--- src/rtl/reg_wb_arbiter.sv ---
// Write-side master for the register file: merges never-stalled ALU results with
// FIFO-buffered load results and tracks which registers still have loads pending.
module reg_wb_arbiter #(
  parameter int DEPTH = 4,
  parameter int DW    = 8,
  parameter int AW    = 3
) (
  input  logic               Clk,
  input  logic               Reset_n,
  input  logic               alu_valid,
  input  logic [AW-1:0]      alu_rd,
  input  logic [DW-1:0]      alu_data,
  input  logic               ld_valid,
  output logic               ld_ready,
  input  logic [AW-1:0]      ld_rd,
  input  logic [DW-1:0]      ld_data,
  output logic               Wen,
  output logic [AW-1:0]      Wd,
  output logic [DW-1:0]      Wdat,
  output logic [2**AW-1:0]   busy
);

  localparam int PW   = $clog2(DEPTH);
  localparam int CW   = PW + 1;
  localparam int NREG = 2**AW;
  localparam logic [CW-1:0] FULL_CNT = CW'(DEPTH);

  // Load FIFO. An entry is occupied when it lies between rd_ptr and wr_ptr;
  // live is cleared on pop, so live alone marks a pending write.
  logic [DEPTH-1:0] live_q, live_d;
  logic [AW-1:0]    rd_q   [DEPTH];
  logic [DW-1:0]    data_q [DEPTH];
  logic [PW-1:0]    wr_ptr_q, wr_ptr_d;
  logic [PW-1:0]    rd_ptr_q, rd_ptr_d;
  logic [CW-1:0]    count_q, count_d;

  logic             wen_q, wen_d;
  logic [AW-1:0]    wd_q, wd_d;
  logic [DW-1:0]    wdat_q, wdat_d;

  logic push, pop, head_live;

  assign ld_ready  = (count_q != FULL_CNT);
  assign push      = ld_valid && ld_ready;
  assign pop       = !alu_valid && (count_q != '0);
  assign head_live = live_q[rd_ptr_q];

  always_comb begin
    live_d   = live_q;
    wr_ptr_d = wr_ptr_q;
    rd_ptr_d = rd_ptr_q;
    count_d  = count_q;
    wen_d    = 1'b0;
    wd_d     = wd_q;
    wdat_d   = wdat_q;

    if (alu_valid) begin
      wen_d  = 1'b1;
      wd_d   = alu_rd;
      wdat_d = alu_data;
      // Queued loads to the same register are older than this ALU write.
      for (int i = 0; i < DEPTH; i++) begin
        if (rd_q[i] == alu_rd) live_d[i] = 1'b0;
      end
    end else if (pop) begin
      wen_d = head_live;
      if (head_live) begin
        wd_d   = rd_q[rd_ptr_q];
        wdat_d = data_q[rd_ptr_q];
      end
      live_d[rd_ptr_q] = 1'b0;
      rd_ptr_d         = rd_ptr_q + PW'(1);
    end

    if (push) begin
      live_d[wr_ptr_q] = !(alu_valid && (ld_rd == alu_rd));
      wr_ptr_d         = wr_ptr_q + PW'(1);
    end

    case ({push, pop})
      2'b10:   count_d = count_q + CW'(1);
      2'b01:   count_d = count_q - CW'(1);
      default: count_d = count_q;
    endcase
  end

  // NOTE: sequential state uses non-blocking assignments only, so every register
  // samples the pre-edge values computed above regardless of statement order.
  always_ff @(posedge Clk or negedge Reset_n) begin
    if (!Reset_n) begin
      live_q   <= '0;
      wr_ptr_q <= '0;
      rd_ptr_q <= '0;
      count_q  <= '0;
      wen_q    <= 1'b0;
      wd_q     <= '0;
      wdat_q   <= '0;
    end else begin
      live_q   <= live_d;
      wr_ptr_q <= wr_ptr_d;
      rd_ptr_q <= rd_ptr_d;
      count_q  <= count_d;
      wen_q    <= wen_d;
      wd_q     <= wd_d;
      wdat_q   <= wdat_d;
    end
  end

  // NOTE: the payload array is deliberately not reset; live_q gates every read of
  // it, so leaving it reset-free lets it map onto plain storage.
  always_ff @(posedge Clk) begin
    if (push) begin
      rd_q[wr_ptr_q]   <= ld_rd;
      data_q[wr_ptr_q] <= ld_data;
    end
  end

  always_comb begin
    busy = '0;
    for (int i = 0; i < DEPTH; i++) begin
      if (live_q[i]) busy[rd_q[i]] = 1'b1;
    end
  end

  assign Wen  = wen_q;
  assign Wd   = wd_q;
  assign Wdat = wdat_q;

endmodule

--- config.mk ---
export PLATFORM = sky130hd
export DESIGN_NAME = reg_wb_arbiter
export DESIGN_NICKNAME = d
export VERILOG_FILES = /design/src/rtl/reg_wb_arbiter.sv
export SDC_FILE = /design/constraint.sdc
export NUM_CORES = 1
export LEC_CHECK = 0
export ABC_CLOCK_PERIOD_IN_PS = 2940
export BUFFER_PORTS_ARGS = -buffer_cell sky130_fd_sc_hd__buf_4
export CELL_PAD_IN_SITES_DETAIL_PLACEMENT = 2
export CELL_PAD_IN_SITES_GLOBAL_PLACEMENT = 2
export CORE_MARGIN = 4
export CORE_UTILIZATION = 25
export CTS_BUF_LIST = sky130_fd_sc_hd__clkbuf_8
export CTS_CLUSTER_DIAMETER = 60
export DETAILED_ROUTE_END_ITERATION = 8
export PLACE_DENSITY = 0.54
export SLEW_MARGIN = 25
export SYNTH_ARGS = -nofsm -noshare
export SYNTH_HDL_FRONTEND = slang
export SYNTH_SLANG_ARGS = --single-unit
--- constraint.sdc ---
create_clock -name Clk -period 2.94 [get_ports Clk]
set_input_delay 0.147 -clock Clk [delete_from_list [all_inputs] [get_ports Clk]]
set_output_delay 0.147 -clock Clk [all_outputs]
set_load 0.005 [all_outputs]
Word-level counts from Yosys, hierarchy flattened

Memories as Yosys holds them, arrays and structs flattened.
Cells that the tools add are included.

Magnitude comparators: 12
Muxes and demuxes: 37
Equal/unequal tests: 8
Shift-type cells: 0
Div/mod/pow operators: 0
Multiply operators: 0
Add/subtract/negate cells: 4
Bitwise logic cells: 6
Reductions and logical operators: 17

Operators with widths:

| kind                                                       | count |
|---|---|
| two-way mux 8 bit                                          | 7 |
| OR 8 bit                                                   | 3 |
| less-than comparator 3 x 4 -> 1 bit, second input constant | 4 |
| == test 3 bit                                              | 5 |
| two-way mux 1 bit                                          | 15 |
| demux 1 bit (select 3 bit)                                 | 4 |
| >= comparator 3 x 1 -> 1 bit, second input constant        | 4 |
| two-way mux 4 bit                                          | 3 |
| logical AND 1 bit                                          | 9 |
| two-way mux 3 bit                                          | 3 |
| less-than comparator 2 x 3 -> 1 bit, second input constant | 2 |
| one-hot mux 3 bit (2 select lines)                         | 1 |
| nonzero test 2 bit                                         | 3 |
| adder 2 x 1 -> 2 bit, second input constant                | 2 |
| bitwise AND 4 bit                                          | 1 |
| bitwise mux 4 bit                                          | 1 |
| demux 1 bit (select 2 bit)                                 | 2 |
| >= comparator 2 x 1 -> 1 bit, second input constant        | 2 |
| inverter 4 bit                                             | 1 |
| AND reduction 2 bit                                        | 2 |
| adder 3 x 1 -> 3 bit, second input constant                | 1 |
| inequality test 3 bit, second input constant               | 1 |
| nonzero test 3 bit                                         | 1 |
| subtractor 3 x 1 -> 3 bit, second input constant           | 1 |
| 5 further kinds                                            | 6 |

Bits of input ports: 26
Memories: 2
Bits in latches: 0
Word-level logic and storage cells: 93
Register bits after elaboration: 23
Output and inout port bits: 21
Memory bits (writable): 44
Bits in read-only memories: 0

Memories:

| memory | depth | width | read ports | clocked after Yosys merged registers in | wr ports | line | source |
|---|---|---|---|---|---|---|---|
| data_q | 4     | 8     | 1          | 0                                       | 1        | 32   | `logic [DW-1:0] data_q [DEPTH];` |
| rd_q   | 4     | 3     | 5          | 0                                       | 1        | 31   | `logic [AW-1:0] rd_q [DEPTH];` |

Depth between registers and ports, before layout

Depth in word-level cells: 11
Depth in mapped cells: 10
Gate-level depth less buffers: 9

Worst setup path after synthesis

No wires, ideal clock.

Kind: register to register
From: register count_q[0]
To: register count_q[2]
Path buffers: 1
Library setup time: 0.079 ns
Period minus slack after synthesis: 2.168 ns
Cell stages (with the launch flop): 10
Arrival time: 2.089 ns
Slack: 0.772 ns
Data required time: 2.861 ns
Cell sequence: dfrtp_1 > or3b_2 > clkbuf_1 > nand2_1 > ha_1 > inv_1 > fa_1 > xor2_1 > nor2_1 > xor2_1

Word-level cells in the longest chain between the ends: 4
Elaborated cells between the ends (all ways): 10
Classes of those cells: add/sub (2); eq/ne (3); mux (1); reduce/logical (4)

Ends and longest elaborated chain:

| element                                                                  | line | source |
|---|---|---|
| start, declared                                                          | 35   | `logic [CW-1:0] count_q, count_d;` |
| start signal, assigned                                                   | 102  | `count_q <= count_d;` |
| inequality test 3 bit *                                                  | 43   | `assign ld_ready = (count_q != FULL_CNT);` |
| via ld_ready                                                             | 14   | `output logic ld_ready,` |
| logical AND 1 bit *                                                      | 44   | `assign push = ld_valid && ld_ready;` |
| == test 2 x 1 -> 1 bit or == test 2 bit (tied branches)                  | 80   | `case ({push, pop})` |
| one-hot mux 3 bit (2 select lines) or nonzero test 2 bit (tied branches) | --   |  |

Mark *: on every way through the listed nets, which the timed path passes. The rest lies on a longest branch.
A chain may end at the register's enable or synchronous reset.

Worst setup path after layout

From: register count_q[0]
To: register count_q[2]

Word-level cells in the longest chain between the ends: 4
Elaborated cells between the ends (all ways): 10
Classes of those cells: add/sub (2); eq/ne (3); mux (1); reduce/logical (4)

Ends and longest elaborated chain:

| element                                                                  | line |
|---|---|
| inequality test 3 bit or nonzero test 3 bit (tied branches)              | 43, 45 |
| logical AND 1 bit, on equally long branches                              | 44, 45 |
| == test 2 x 1 -> 1 bit or == test 2 bit (tied branches)                  | 80 |
| one-hot mux 3 bit (2 select lines) or nonzero test 2 bit (tied branches) | -- |

Several ways; a longest one is shown, not always the timed one.

==> summary.md <==
| Metric | Value |
|---|---|
| Via count of the first global-routing pass | `2454` |
| Setup crit end kind | `register` |
| Post-route DRC | `0` |
| WL met3 | `363 um` |
| Max-capacitance violation count | `0` |
| Fillers | `1347` |
| Routability cong. | `0.735` |
| Hold Path Stages | `1` |
| Startpoint Class | `register` |
| Seq/Total Area, Yosys | `57.3%` |
| Mux share of post-synthesis cell area | `12.7%` |
| Wire per inst | `18.4 um` |
| Num rows | `41` |
| RSZ-0062 raised after global routing | `false` |
| Latest clock arrival within the worst-skew pair | `350 ps` |
| Synth Instances | `252` |
| Fin. max-slew vios | `0` |
| Commonest non-fill, non-tap cell in the layout | `buf_4` |
| Cell Area, Synth | `0.00331 mm^2` |
| Nets@finish | `340` |
| Global-route wire length before repair | `14400 um` |
| Placed insts | `454` |
| Slew Limit Headroom | `63.3%` |
| Initial Utilization | `25.9%` |
| Reg clk slew, reported paths | `80 ps` |
| Detailed Route Iter0 Violations | `169` |
| Area growth syn-to-layout | `24.4%` |
| Core box area | `0.0128 mm^2` |
| # H-tree levels | `3` |
| Io pins | `47` |
| Proportion of layout cells with a drive suffix above 1 | `25.2%` |
| Vias | `2227` |
| CTS root buf | `clkbuf_8` |
| Die Ht | `123 um` |
| Hold_buf cts | `9` |
| Yosys warns | `0` |
| Setup_tns | `0 ps` |
| Dominant combinational cell family by area after synthesis | `multiplexers` |
| Post-DP HPWL | `6370 um` |
| Antenna violations before repair | `0` |
| Fin cells | `481` |
| Hold Fails Final Rpt | `0` |
| Worst-Margin Slew | `550 ps` |
| DRT met1 WL | `4090 um` |
| VDD IR-drop max | `0.318 mV` |
| CTS Buf Count | `9` |
| Distinct cells, synth | `34` |
| EDFF count, synth | `44` |
| CTS tree | `done` |
| # Post-CTS Setup Buffers | `0` |
| Pin count of the biggest net entering global routing | `24` |
| Post-route setup slack | `682 ps` |
| Post-synthesis async set-or-reset flop share | `34.3%` |
| Seq. cell area | `0.00190 mm^2` |
| Total track usage | `12.9%` |
| Hold Crit Class | `input pin to register` |
| Multi-input logic area | `0.00126 mm^2` |
| CTS max path bufs | `2` |
| Drt pass-1 iters | `4` |
| Power per Cell Area | `886 mW/mm^2` |
| Synth Flop Type | `edfxtp_1` |
| Synthesized flop and latch total | `67` |
| Adder-Cell Fraction of Synth Area | `4.00%` |
| Syn avg cell area | `13.1 um^2` |
| Fin crit period | `2260 ps` |
| Synth Net Count | `288` |
| Post-Place Worst Slack | `677 ps` |
| Most frequent cells in the layout | `48 x buf_4, 44 x edfxtp_1, 23 x dfrtp_1` |
| CP Data Arrival Time | `2520 ps` |
| Synth Area in Simple Gates | `10.2%` |
| Clk sinks | `67` |
| Post-layout util | `32.3%` |
| Worst Reg-to-Reg Cells | `8` |
| Via density | `4.63` |
| Clock skew | `9.13 ps` |
| Port Buffers | `46` |
| Post-CTS resize count | `0` |
| Post-route ant nets | `0` |
| Crit Path Class | `register to register` |
| Die Wd | `123 um` |
| Status | `complete, no violations` |
| Setup-failing EPs final | `0` |
| Top Metal Used | `met4` |
| Hold_ws | `27.7 ps` |
| Total wire length | `8840 um` |
| Leak | `0.00161 uW` |
| Gr ovfl total | `0` |
| Ant diodes | `0` |
| Post-synthesis xor/xnor area fraction | `5.29%` |
| Met2 Routed Length | `4270 um` |
| Crit share post-route | `76.8%` |
| Die area | `0.0152 mm^2` |
| Req. time, crit path | `3200 ps` |
| Max Clk Rate | `0.443 GHz` |
| CP Max Fanout | `6` |
| Compound-Gate Fraction of Synth Area | `5.82%` |
[critical path: stages, from the launching register on]
cell and delay [ps]:
dfrtp_1 420, or3b_2 520, nand2_1 170, ha_1 200
inv_1 60, fa_1 370, xor2_1 150, nor2_1 110
xor2_1 170
[cell type report]
class / instances / share of cell area, %
tap: 172 / 5.22
clock inverter: 7 / 2.00
inverter: 20 / 1.82
timing repair buffer: 59 / 11.4
clock buffer: 9 / 3.00
sequential: 67 / 46.0
multi-input combinational: 147 / 30.5
[flip-flops by register name (all words and copies together), names as in the netlist]
register / flops
Wd: 3
Wdat: 8
Wen: 1
count_q: 3
data_q: 32
live_q: 4
rd_ptr_q: 2
rd_q: 12
wr_ptr_q: 2
[cells by family (layout without fill, tap and decap cells)]
| logic type | count (synthesis) | in the layout |
|---|---|---|
| AO/OA/AOI/OAI | 28 | 28 |
| adder cells (fa/ha/maj) | 10 | 10 |
| multiplexers | 26 | 26 |
| buffers and inverters | 38 | 95 |
| XOR/XNOR | 20 | 20 |
| flip-flops | 67 | 67 |
| AND/OR/NAND/NOR | 63 | 63 |
[path summary, 6_finish.rpt]
check / to / startpoint / slack, ps
setup / recovery: count_q[2] / count_q[0] / 680
hold / removal: rd_q[3][1] / ld_rd[1] / 30
setup reg to reg: count_q[2] / count_q[0] / 680
hold reg to reg: Wdat[1] / Wdat[1] / 490
min in group asynchronous: Wen / Reset_n / 240
max in group asynchronous: Wd[1] / Reset_n / 2450
[through the flow]
stage	power [uW]	instance area, um^2
finish	3650	4120
global route	3960	4120
CTS	3750	4100
detailed placement	2910	3810
global placement	2870	3810
floorplan	2350	3310
[per-layer routing]
layer	up-vias	track usage [%]
met5	-	0
met4	0	4.22
met3	11	3.39
met2	43	20.3
met1	1146	17.3
li1	1027	-
[power breakdown]
| part | switching, uW | leakage (uW) | total, uW | internal, uW |
|---|---|---|---|---|
| Sequential | 238 | 0.000679 | 1540 | 1300 |
| Clock | 395 | 0.0000984 | 800 | 404 |
| Combinational | 661 | 0.000830 | 1310 | 651 |
[Yosys cell counts, types with 4 or more instances]
| library cell | instances | area share (%) |
|---|---|---|
| o2111ai_1 | 4 | 1.1 |
| nand2_1 | 17 | 1.9 |
| ha_1 | 9 | 3.4 |
| nand3_1 | 12 | 1.8 |
| mux4_2 | 10 | 6.8 |
| inv_1 | 20 | 2.3 |
| o21ai_0 | 15 | 2.3 |
| xor2_1 | 4 | 1.1 |
| nor2_1 | 4 | 0.45 |
| nand4_1 | 12 | 2.3 |
| dfrtp_1 | 23 | 17 |
| xnor2_1 | 16 | 4.2 |
| mux2i_1 | 12 | 3.6 |
| buf_2 | 5 | 0.76 |
| nor2b_1 | 6 | 1.1 |
| edfxtp_1 | 44 | 40 |
| clkbuf_1 | 11 | 1.2 |
No activity file was read; power rests on OpenSTA's default activity.
